`config.mk`:
```
export PLATFORM = sky130hd
export DESIGN_NAME = tlc_conflict_monitor
export DESIGN_NICKNAME = d
export VERILOG_FILES = /design/src/rtl/tlc_pkg.sv /design/src/rtl/tlc_road_tracker.sv /design/src/rtl/tlc_conflict_monitor.sv
export SDC_FILE = /design/constraint.sdc
export NUM_CORES = 1
export LEC_CHECK = 0
export BUFFER_PORTS_ARGS = -buffer_cell sky130_fd_sc_hd__buf_2
export CAP_MARGIN = 10
export CORE_MARGIN = 4
export CORE_UTILIZATION = 55
export DETAILED_ROUTE_END_ITERATION = 10
export HOLD_SLACK_MARGIN = 0.02
export PLACE_DENSITY_LB_ADDON = 0.05
export RECOVER_POWER = 50
export SKIP_LAST_GASP = 1
export SLEW_MARGIN = 20
export SYNTH_ARGS = -nofsm -noshare
export SYNTH_HDL_FRONTEND = slang
export SYNTH_SLANG_ARGS = --single-unit
export TNS_END_PERCENT = 10
```
`constraint.sdc`:
```
create_clock -name clk -period 3.7 [get_ports clk]
set_clock_uncertainty 0.2 [all_clocks]
set_input_delay 0.37 -clock clk [delete_from_list [all_inputs] [get_ports clk]]
set_output_delay 0.37 -clock clk [all_outputs]
set_load 0.01 [all_outputs]
```
`src/rtl/tlc_pkg.sv`:
```
// Shared lamp encodings, fault codes and road masks for the traffic light
// controller and its lamp-side conflict monitor.
package tlc_pkg;

  typedef logic [2:0] lamp_t;

  localparam lamp_t RED        = 3'b100;
  localparam lamp_t YELLOW     = 3'b010;
  localparam lamp_t GREEN      = 3'b001;
  localparam lamp_t RED_YELLOW = 3'b110;
  localparam lamp_t NONE       = 3'b000;

  typedef enum logic [2:0] {
    FC_NONE           = 3'd0,
    FC_ILLEGAL_CODE   = 3'd1,
    FC_CONFLICT       = 3'd2,
    FC_BAD_TRANSITION = 3'd3,
    FC_SHORT_YELLOW   = 3'd4,
    FC_GREEN_TIMEOUT  = 3'd5,
    FC_YELLOW_TIMEOUT = 3'd6
  } fault_code_t;

  localparam int NUM_ROADS = 4;

  localparam logic [3:0] ROAD_EAST  = 4'b1000;
  localparam logic [3:0] ROAD_NORTH = 4'b0100;
  localparam logic [3:0] ROAD_WEST  = 4'b0010;
  localparam logic [3:0] ROAD_SOUTH = 4'b0001;

  // Index order used everywhere inside the monitor: 0 East .. 3 South.
  localparam logic [3:0] ROAD_MASK [NUM_ROADS] = '{ROAD_EAST, ROAD_NORTH, ROAD_WEST, ROAD_SOUTH};

  localparam int         DWELL_W   = 5;
  localparam logic [4:0] DWELL_MAX = 5'd31;

  typedef struct packed {
    logic illegal;
    logic bad_transition;
    logic short_yellow;
    logic green_timeout;
    logic yellow_timeout;
  } road_flags_t;

  function automatic logic is_illegal(input lamp_t code);
    return (code == 3'b011) || (code == 3'b101) || (code == 3'b111);
  endfunction

  // Dark lamps (power-up or after reset) may come up in any state.
  function automatic logic legal_step(input lamp_t prev, input lamp_t cur);
    return (cur == prev)
        || (prev == NONE)
        || (prev == RED        && cur == RED_YELLOW)
        || (prev == RED_YELLOW && cur == GREEN)
        || (prev == GREEN      && cur == YELLOW)
        || (prev == YELLOW     && cur == RED);
  endfunction

endpackage

```
`src/rtl/tlc_road_tracker.sv`:
```
// Per-road lamp history: previous code, saturating dwell counter and the
// single-road violation flags for the current sample.
module tlc_road_tracker
  import tlc_pkg::*;
#(
  parameter int MAX_GREEN  = 20,
  parameter int YELLOW_CYC = 4
) (
  input  logic        clk,
  input  logic        rst,
  input  lamp_t       code,
  input  logic        exempt,
  output road_flags_t flags
);

  localparam logic [DWELL_W-1:0] YELLOW_MIN   = DWELL_W'(YELLOW_CYC);
  localparam logic [DWELL_W-1:0] GREEN_LIMIT  = DWELL_W'(MAX_GREEN + 1);
  localparam logic [DWELL_W-1:0] YELLOW_LIMIT = DWELL_W'(YELLOW_CYC + 1);

  lamp_t              prev_q;
  logic [DWELL_W-1:0] dwell_q;
  logic [DWELL_W-1:0] dwell_d;

  always_comb begin
    dwell_d = dwell_q;
    if (exempt) begin
      dwell_d = '0;
    end else if (code != prev_q) begin
      dwell_d = DWELL_W'(1);
    end else if (dwell_q != DWELL_MAX) begin
      dwell_d = dwell_q + DWELL_W'(1);
    end
  end

  // Timeouts look at the dwell including this sample, so the limit trips on
  // the sample that makes the count reach it.
  always_comb begin
    flags                = '0;
    flags.illegal        = is_illegal(code);
    flags.bad_transition = !exempt && !legal_step(prev_q, code);
    flags.short_yellow   = !exempt && (prev_q == YELLOW) && (code != YELLOW)
                           && (dwell_q < YELLOW_MIN);
    flags.green_timeout  = (code == GREEN)  && (dwell_d >= GREEN_LIMIT);
    flags.yellow_timeout = (code == YELLOW) && (dwell_d >= YELLOW_LIMIT);
  end

  always_ff @(posedge clk or negedge rst) begin
    if (!rst) begin
      prev_q  <= NONE;
      dwell_q <= '0;
    end else begin
      prev_q  <= code;
      dwell_q <= dwell_d;
    end
  end

endmodule

```
`src/rtl/tlc_conflict_monitor.sv`:
```
// Lamp-side safety monitor: cross-road conflict check, fault priority,
// first-fault latch and the flash square wave for the lamp driver.
module tlc_conflict_monitor
  import tlc_pkg::*;
#(
  parameter int MAX_GREEN  = 20,
  parameter int YELLOW_CYC = 4,
  parameter int FLASH_HALF = 2
) (
  input  logic       clk,
  input  logic       rst,
  input  logic [2:0] East_road,
  input  logic [2:0] North_road,
  input  logic [2:0] West_road,
  input  logic [2:0] South_road,
  input  logic       override,
  input  logic       fault_clr,
  output logic       fault,
  output logic [2:0] fault_code,
  output logic [3:0] fault_road,
  output logic       flash
);

  localparam logic [4:0] FLASH_LAST = 5'(FLASH_HALF - 1);

  lamp_t       codes [NUM_ROADS];
  road_flags_t flags [NUM_ROADS];

  logic        override_q;
  logic        exempt;
  logic [2:0]  n_gy, n_ry;
  logic [3:0]  gy_mask, ry_mask, conflict_mask;
  logic [3:0]  illegal_mask, bad_mask, short_mask, green_to_mask, yellow_to_mask;
  fault_code_t viol_code;
  logic [3:0]  viol_road;
  logic        capture;
  fault_code_t code_q;
  logic [4:0]  flash_cnt;

  assign codes[0] = East_road;
  assign codes[1] = North_road;
  assign codes[2] = West_road;
  assign codes[3] = South_road;

  // The sample on which override drops is still exempt, so sequence checks
  // restart cleanly with zeroed dwell counters one sample later.
  assign exempt = override | override_q;

  for (genvar i = 0; i < NUM_ROADS; i++) begin : g_road
    tlc_road_tracker #(
      .MAX_GREEN  (MAX_GREEN),
      .YELLOW_CYC (YELLOW_CYC)
    ) u_tracker (
      .clk    (clk),
      .rst    (rst),
      .code   (codes[i]),
      .exempt (exempt),
      .flags  (flags[i])
    );
  end

  always_comb begin
    n_gy           = '0;
    n_ry           = '0;
    gy_mask        = '0;
    ry_mask        = '0;
    illegal_mask   = '0;
    bad_mask       = '0;
    short_mask     = '0;
    green_to_mask  = '0;
    yellow_to_mask = '0;
    for (int i = 0; i < NUM_ROADS; i++) begin
      if (codes[i] == GREEN || codes[i] == YELLOW) begin
        n_gy    = n_gy + 3'd1;
        gy_mask = gy_mask | ROAD_MASK[i];
      end
      if (codes[i] == RED_YELLOW) begin
        n_ry    = n_ry + 3'd1;
        ry_mask = ry_mask | ROAD_MASK[i];
      end
      if (flags[i].illegal)        illegal_mask   = illegal_mask   | ROAD_MASK[i];
      if (flags[i].bad_transition) bad_mask       = bad_mask       | ROAD_MASK[i];
      if (flags[i].short_yellow)   short_mask     = short_mask     | ROAD_MASK[i];
      if (flags[i].green_timeout)  green_to_mask  = green_to_mask  | ROAD_MASK[i];
      if (flags[i].yellow_timeout) yellow_to_mask = yellow_to_mask | ROAD_MASK[i];
    end
    conflict_mask = ((n_gy > 3'd1) ? gy_mask : 4'b0000)
                  | ((n_ry > 3'd1) ? ry_mask : 4'b0000);
  end

  // Lowest fault code wins; the road mask covers every road showing it.
  always_comb begin
    viol_code = FC_NONE;
    viol_road = '0;
    if (|illegal_mask) begin
      viol_code = FC_ILLEGAL_CODE;
      viol_road = illegal_mask;
    end else if (|conflict_mask) begin
      viol_code = FC_CONFLICT;
      viol_road = conflict_mask;
    end else if (|bad_mask) begin
      viol_code = FC_BAD_TRANSITION;
      viol_road = bad_mask;
    end else if (|short_mask) begin
      viol_code = FC_SHORT_YELLOW;
      viol_road = short_mask;
    end else if (|green_to_mask) begin
      viol_code = FC_GREEN_TIMEOUT;
      viol_road = green_to_mask;
    end else if (|yellow_to_mask) begin
      viol_code = FC_YELLOW_TIMEOUT;
      viol_road = yellow_to_mask;
    end
  end

  assign capture    = (!fault || fault_clr) && (viol_code != FC_NONE);
  assign fault_code = code_q;

  always_ff @(posedge clk or negedge rst) begin
    if (!rst) begin
      override_q <= 1'b0;
      fault      <= 1'b0;
      code_q     <= FC_NONE;
      fault_road <= '0;
      flash      <= 1'b0;
      flash_cnt  <= '0;
    end else begin
      override_q <= override;
      if (capture) begin
        fault      <= 1'b1;
        code_q     <= viol_code;
        fault_road <= viol_road;
        flash      <= 1'b0;
        flash_cnt  <= '0;
      end else if (fault_clr) begin
        fault      <= 1'b0;
        code_q     <= FC_NONE;
        fault_road <= '0;
        flash      <= 1'b0;
        flash_cnt  <= '0;
      end else if (fault) begin
        // Toggle when the phase counter wraps to 0, starting one edge after capture.
        if (flash_cnt == 5'd0) flash <= ~flash;
        flash_cnt <= (flash_cnt == FLASH_LAST) ? 5'd0 : flash_cnt + 5'd1;
      end
    end
  end

endmodule

```
# Word level (Yosys, flattened, before mapping)

Cells that the tools add are included.

Reductions and logical operators: 96
Bitwise logic cells: 3
Magnitude comparators: 14
Add/sub/neg operators: 11
Eq/ne operators: 61
Multiplexer cells: 76

Operators by type and width:

| kind                | count |
|---|---|
| $mux 5              | 16 |
| $eq 3x3->1 const B  | 24 |
| $mux 4              | 17 |
| $mux 3              | 21 |
| $logic_and 1x1->1   | 41 |
| $eq 3x2->1 const B  | 12 |
| $logic_or 1x1->1    | 33 |
| $add 5x1->5 const B | 5 |
| $eq 3x1->1 const B  | 8 |
| $reduce_or 4->1     | 6 |
| $ge 5x3->1 const B  | 4 |
| $ge 5x5->1 const B  | 4 |
| $lt 5x3->1 const B  | 4 |
| $ne 5x5->1 const B  | 4 |
| $add 3x1->3 const B | 6 |
| $mux 1              | 15 |
| $mux 2              | 7 |
| $eq 3x3->1          | 4 |
| $logic_not 3->1     | 4 |
| $ne 3x2->1 const B  | 4 |
| $ne 3x3->1          | 4 |
| $reduce_bool 3->1   | 3 |
| $gt 3x1->1 const B  | 2 |
| $logic_not 1->1     | 6 |
| 7 further kinds     | 7 |

Output and inout bits: 9
Word-level logic and storage cells: 275
Bits in registers: 47
Input port bits: 16

# Longest topological paths before layout

Word-level depth: 21
Depth in mapped cells: 15
Gate-level depth less buffers: 14

# Modules after synthesis

From an unflattened synthesis, not the netlist that was laid out.

Cell total of the unflattened synthesis: 409
Area total of the unflattened synthesis: 3722.3 um2

By module, submodules not included:

| module                                     | area each (um2) | instances | sequential area each (um2) | cells each |
|---|---|---|---|---|
| tlc_road_tracker (g_road[1].u_tracker ...) | 541.8           | 3         | 200.2                      | 56 |
| tlc_conflict_monitor                       | 1586.5          | 1         | 375.4                      | 190 |
| tlc_road_tracker (g_road[0].u_tracker)     | 510.5           | 1         | 200.2                      | 51 |

# Worst setup path after synthesis

OpenSTA, ideal clock, no wires.

Kind: input-to-reg
Start: input port East_road[0]
End: register fault_road[3]
Buffers on the path: 1
Slack: 0.181 ns
Data arrival time: 3.224 ns
Cell stages on the path: 14
Library setup time: 0.095 ns
Required time: 3.405 ns
Path through: buf_2 -> xnor2_1 -> nor2_1 -> inv_1 -> ha_1 -> nor3_1 -> nand2b_1 -> ha_1 -> or3b_1 -> a221o_1 -> nor3_4 -> nand4_4 -> a211o_1 -> o31ai_1

Word-level cells in the longest chain between the ends: 18

RTL lines:

| item                                        | RTL line                    | RTL |
|---|---|---|
| start: declaration                          | tlc_conflict_monitor.sv:12  | `input logic [2:0] East_road,` |
| $eq 3x1->1 or $eq 3x2->1 (tied branches)    | --                          |  |
| $logic_or 1x1->1                            | tlc_conflict_monitor.sv:73  | `if (codes[i] == GREEN \|\| codes[i] == YELLOW) begin` |
| $mux 1                                      | tlc_conflict_monitor.sv:73  |  |
| $add 3x1->3                                 | tlc_conflict_monitor.sv:74  | `n_gy = n_gy + 3'd1;` |
| $mux 3                                      | tlc_conflict_monitor.sv:73  |  |
| $add 3x1->3                                 | tlc_conflict_monitor.sv:74  |  |
| $mux 3                                      | tlc_conflict_monitor.sv:73  |  |
| $add 3x1->3                                 | tlc_conflict_monitor.sv:74  |  |
| [2 not listed]                              | --                          |  |
| $mux 4                                      | tlc_conflict_monitor.sv:87  | `conflict_mask = ((n_gy > 3'd1) ? gy_mask : 4'b0000)` |
| $or 4x4->4                                  | tlc_conflict_monitor.sv:88  | `\| ((n_ry > 3'd1) ? ry_mask : 4'b0000);` |
| $reduce_or 4->1                             | tlc_conflict_monitor.sv:98  | `end else if (\|conflict_mask) begin` |
| $mux 3                                      | tlc_conflict_monitor.sv:98  |  |
| $mux 3                                      | tlc_conflict_monitor.sv:95  | `if (\|illegal_mask) begin` |
| $reduce_bool 3->1                           | tlc_conflict_monitor.sv:116 | `assign capture = (!fault \|\| fault_clr) && (viol_code != FC_NONE);` |
| $logic_and 1x1->1                           | tlc_conflict_monitor.sv:116 |  |
| $mux 4 or $reduce_bool 2->1 (tied branches) | --                          |  |
| end signal: assignment                      | tlc_conflict_monitor.sv:132 | `fault_road <= viol_road;` |
| end: declaration                            | tlc_conflict_monitor.sv:20  | `output logic [3:0] fault_road,` |

Several ways; a longest one is shown, not always the timed one.
A chain may end at the register's enable or synchronous reset.

# Worst setup path after layout

Start: input port North_road[1]
End: register fault_road[3]

Word-level cells in the longest chain between the ends: 16

RTL lines:

| item                                        | RTL line                                                          | RTL |
|---|---|---|
| start: declaration                          | tlc_conflict_monitor.sv:13                                        | `input logic [2:0] North_road,` |
| $eq 3x1->1 (tied with other cells)          | tlc_pkg.sv:53, tlc_road_tracker.sv:43, tlc_conflict_monitor.sv:73 |  |
| $logic_or 1x1->1 (tied with other cells)    | tlc_conflict_monitor.sv:73                                        |  |
| $mux 3 (tied with other cells)              | tlc_conflict_monitor.sv:73                                        |  |
| $add 3x1->3 (tied with other cells)         | tlc_conflict_monitor.sv:74                                        |  |
| $mux 3 (tied with other cells)              | tlc_conflict_monitor.sv:73                                        |  |
| $add 3x1->3 (tied with other cells)         | tlc_conflict_monitor.sv:74                                        |  |
| $mux 3 (tied with other cells)              | tlc_conflict_monitor.sv:73                                        |  |
| $gt 3x1->1 (tied with other cells)          | tlc_conflict_monitor.sv:87                                        |  |
| $mux 4 (tied with other cells)              | tlc_conflict_monitor.sv:87                                        |  |
| $or 4x4->4 (tied with other cells)          | tlc_conflict_monitor.sv:88                                        |  |
| $reduce_or 4->1 or $mux 3 (tied branches)   | tlc_conflict_monitor.sv:98, tlc_conflict_monitor.sv:101           |  |
| $mux 3                                      | tlc_conflict_monitor.sv:98                                        |  |
| $mux 3                                      | tlc_conflict_monitor.sv:95                                        |  |
| $reduce_bool 3->1                           | tlc_conflict_monitor.sv:116                                       |  |
| $logic_and 1x1->1                           | tlc_conflict_monitor.sv:116                                       |  |
| $mux 4 or $reduce_bool 2->1 (tied branches) | --                                                                |  |

Several ways; a longest one is shown, not always the timed one.

==> metrics.csv <==
metric,value,unit
dpl-instance-area,0.00398,mm^2
crit_fanout,7,
die-area,0.00805,mm^2
port_buffers,24,
hold_viol_final,0,
ys.flop_type,dfrtp_1,
dpl.hpwl,6510,um
drt-total-wl,8590,um
clockBufferDepth,2,
hold_class,primary input to register,
rsz0062_at_grt,no,
cts_sinks,47,
yosys.area.top_type_share,0.320,
synthAdderAreaFrac,0.0443,
cts_tree,yes,
clk_latency,310,ps
reg2regPathDepth,10,
final.min_clock_period,3480,ps
holdWs,173,ps
antenna_cells,0,
p_per_area,326,mW/mm^2
yosys-top-cells-count,"dfrtp_1, nor2_1, a21oi_1",
synth.distinct_cells,79,
setup_viol,0,
drv_slew,48,
met1_usage,0.305,
via_count,3171,
pre_cts_slack,-148,ps
cts.htree.levels,2,
min_from,fault_clr,
met3_usage,0.0301,
slowest_delay,430,ps
worstReg2RegEnd,fault_road[3],
drtAntennaViolNets,0,
post-route-util,0.637,
cp_data_arrival_time,3500,ps
status,"complete, but fails checks",
min_to,flash,
drt_iter0_markers,211,
root_buffer,clkbuf_8,
hold_depth,2,
drc_errors,0,
relSlewSlack,-0.734,
synth-edff-count,0,
use_met2,0.362,
ys_seq_area_frac,0.320,
async_flop_share,1.00,
syn_area,0.00367,mm^2
start_util,0.572,
fillers,560,
synth_most_common_cell,dfrtp_1,
synth_area_leader_cell,dfrtp_1,
worstSetupEndpointType,register,
numCtsBuffers,5,
post_cts_buffers,0,
yosysWarnings,0,
period_share,0.941,
path_class,primary input to register,
grt_pass1_vias,3096,
grt_max_degree,48,
violations,"max-capacitance violations, max-slew violations",
p_leak,0.00180,uW
core-area,0.00642,mm^2
drive_above_1_share,0.164,
worstPathRequired,3710,ps
synth_fp_nets,424,
ys_ff_latch,47,
ir_worst_vdd,0.148,mV
worstReg2RegStart,g_road[3].u_tracker.dwell_q[0],
cp_slowest_cell,or3b_1,
vias_per_cell,6.16,
die_w,89.7,um
grt_pass1_wl,14700,um
gp_congestion,0.855,
synth.avg_cell_area,9.30,um^2
cts.reportedPaths.clkPinSlew,90,ps
synthXorXnorAreaFrac,0.0552,
row_count,29,
nets,466,
gr-total-overflow,0,
synthTopCellsByArea,"dfrtp_1, ha_1, nor2_1",
synth-simple-area-share,0.285,
start_kind,primary input,
post_synth_mux_area_share,0.0307,
r2r_slack,470,ps
fmax,287,MHz
routedWlPerCell,16.7,um
p_total,1330,uW
critical_path.cell_chain,buf_2 -> nor2b_1 -> o21bai_1 -> inv_1 -> ha_1 -> xor2_1 -> ha_1 -> or3b_1 -> a221o_1 -> nor3_4 -> nand4_4 -> a211o_1 -> o31ai_1,
cpMostUsedCell,ha_1,
tightest_slew,2600,ps
fin_area,0.00409,mm^2
drt_pre_antenna_iters,4,
syn_inst,395,
worst_slack,219,ps
num_io_pins,25,
die_height,89.7,um
grt_util_all_layers,0.218,
area_growth,11.4,%
top_usage_layer,met2,
drv_cap,1,
antenna_found_initial,0,
synth_compound_area_frac,0.223,
synth_top_family_by_area,simple AND/OR/NAND/NOR gates,
-- cell type report --
| type | instances | area [um^2] | area share |
|---|---|---|---|
| clock buffer | 6 | 82.6 | 0.0202 |
| clock inverter | 2 | 38.8 | 0.00948 |
| inverter | 13 | 48.8 | 0.0119 |
| multi-input combinational | 318 | 2350 | 0.573 |
| sequential | 47 | 1180 | 0.287 |
| tap | 77 | 96.3 | 0.0235 |
| timing repair buffer | 52 | 303 | 0.0740 |
-- cells in the final DEF, fill, tap and decap left out, types with 4 or more instances in the layout --
cell type  count
clkbuf_8       6
a21o_1         4
nand2_1       19
dfrtp_1       47
a211oi_1       6
nand4_1        5
nor3_1         8
nand2b_1      12
clkbuf_1      14
buf_4         20
nor2b_1       11
mux2i_1        9
buf_2         16
nor4_1         6
nor2_1        33
a21oi_1       23
o21ai_0       11
and3b_1        5
and2_1         6
or3_1          4
nand3_1        8
nor3b_1        4
nand3b_1       6
a31oi_1        5
ha_1          13
a21boi_0       7
xor2_1        10
inv_1         13
a221oi_1       4
xnor2_1       10
-- registers in the layout, indices dropped and copies added, names as in the netlist --
register	cells
fault_road	4
fault	1
flash_cnt	5
g_road.u_tracker.prev_q	12
flash	1
g_road.u_tracker.dwell_q	20
fault_code	3
override_q	1
-- report_power, final --
group          internal (uW)  total (uW)  switching, uW
clock                    223         408            185
sequential               548         584           36.3
combinational            153         343            190
-- metrics by stage --
step,setup TNS (ps),std cells
after global placement,-2.40,505
final,0,515
after floorplan,0,395
after detailed placement,-536,505
after global routing,0,515
after CTS,0,514
-- worst max-delay path, delay by kind of cell --
family / cells / cell delay, ps
adders and majority gates: 2 / 610
buffers and inverters: 2 / 190
and+or+nand+nor: 4 / 1030
AOI/OAI and AO/OA: 4 / 1120
xor gates and xnor gates: 1 / 170
-- cell families after synthesis --
logic type / Yosys count
simple gates: 161
compound gates: 112
flops: 47
buf+inv: 30
xor+xnor: 21
fa+ha+maj: 13
mux: 11
-- metal layers --
metal  vias up  share of wire
met5         -              0
met4         0         0.0079
met3         5          0.051
met2        67           0.47
met1      1510           0.47
li1       1589              -
-- timing repair --
item / in CTS / in global routing
endpoints found under the hold margin: 1 / 47
hold buffers: 1 / 1
endpoints found under the setup margin: 0 / 5
resized for setup: 0 / 1
-- how the worst max path moves through the flow --
stage          slack (ps)            end     startpoint  cells after the start
2_1_floorplan         180  fault_road[3]   East_road[0]                     14
3_3_place_gp           -2  fault_road[3]  North_road[1]                     13
3_5_place_dp         -150  fault_code[0]  North_road[1]                     13
4_1_cts               120  fault_code[0]  North_road[1]                     13
5_1_grt                40  fault_road[3]  North_road[1]                     14
6_report              220  fault_road[3]  North_road[1]                     13
Note: power is estimated with default switching activity, not from simulation.
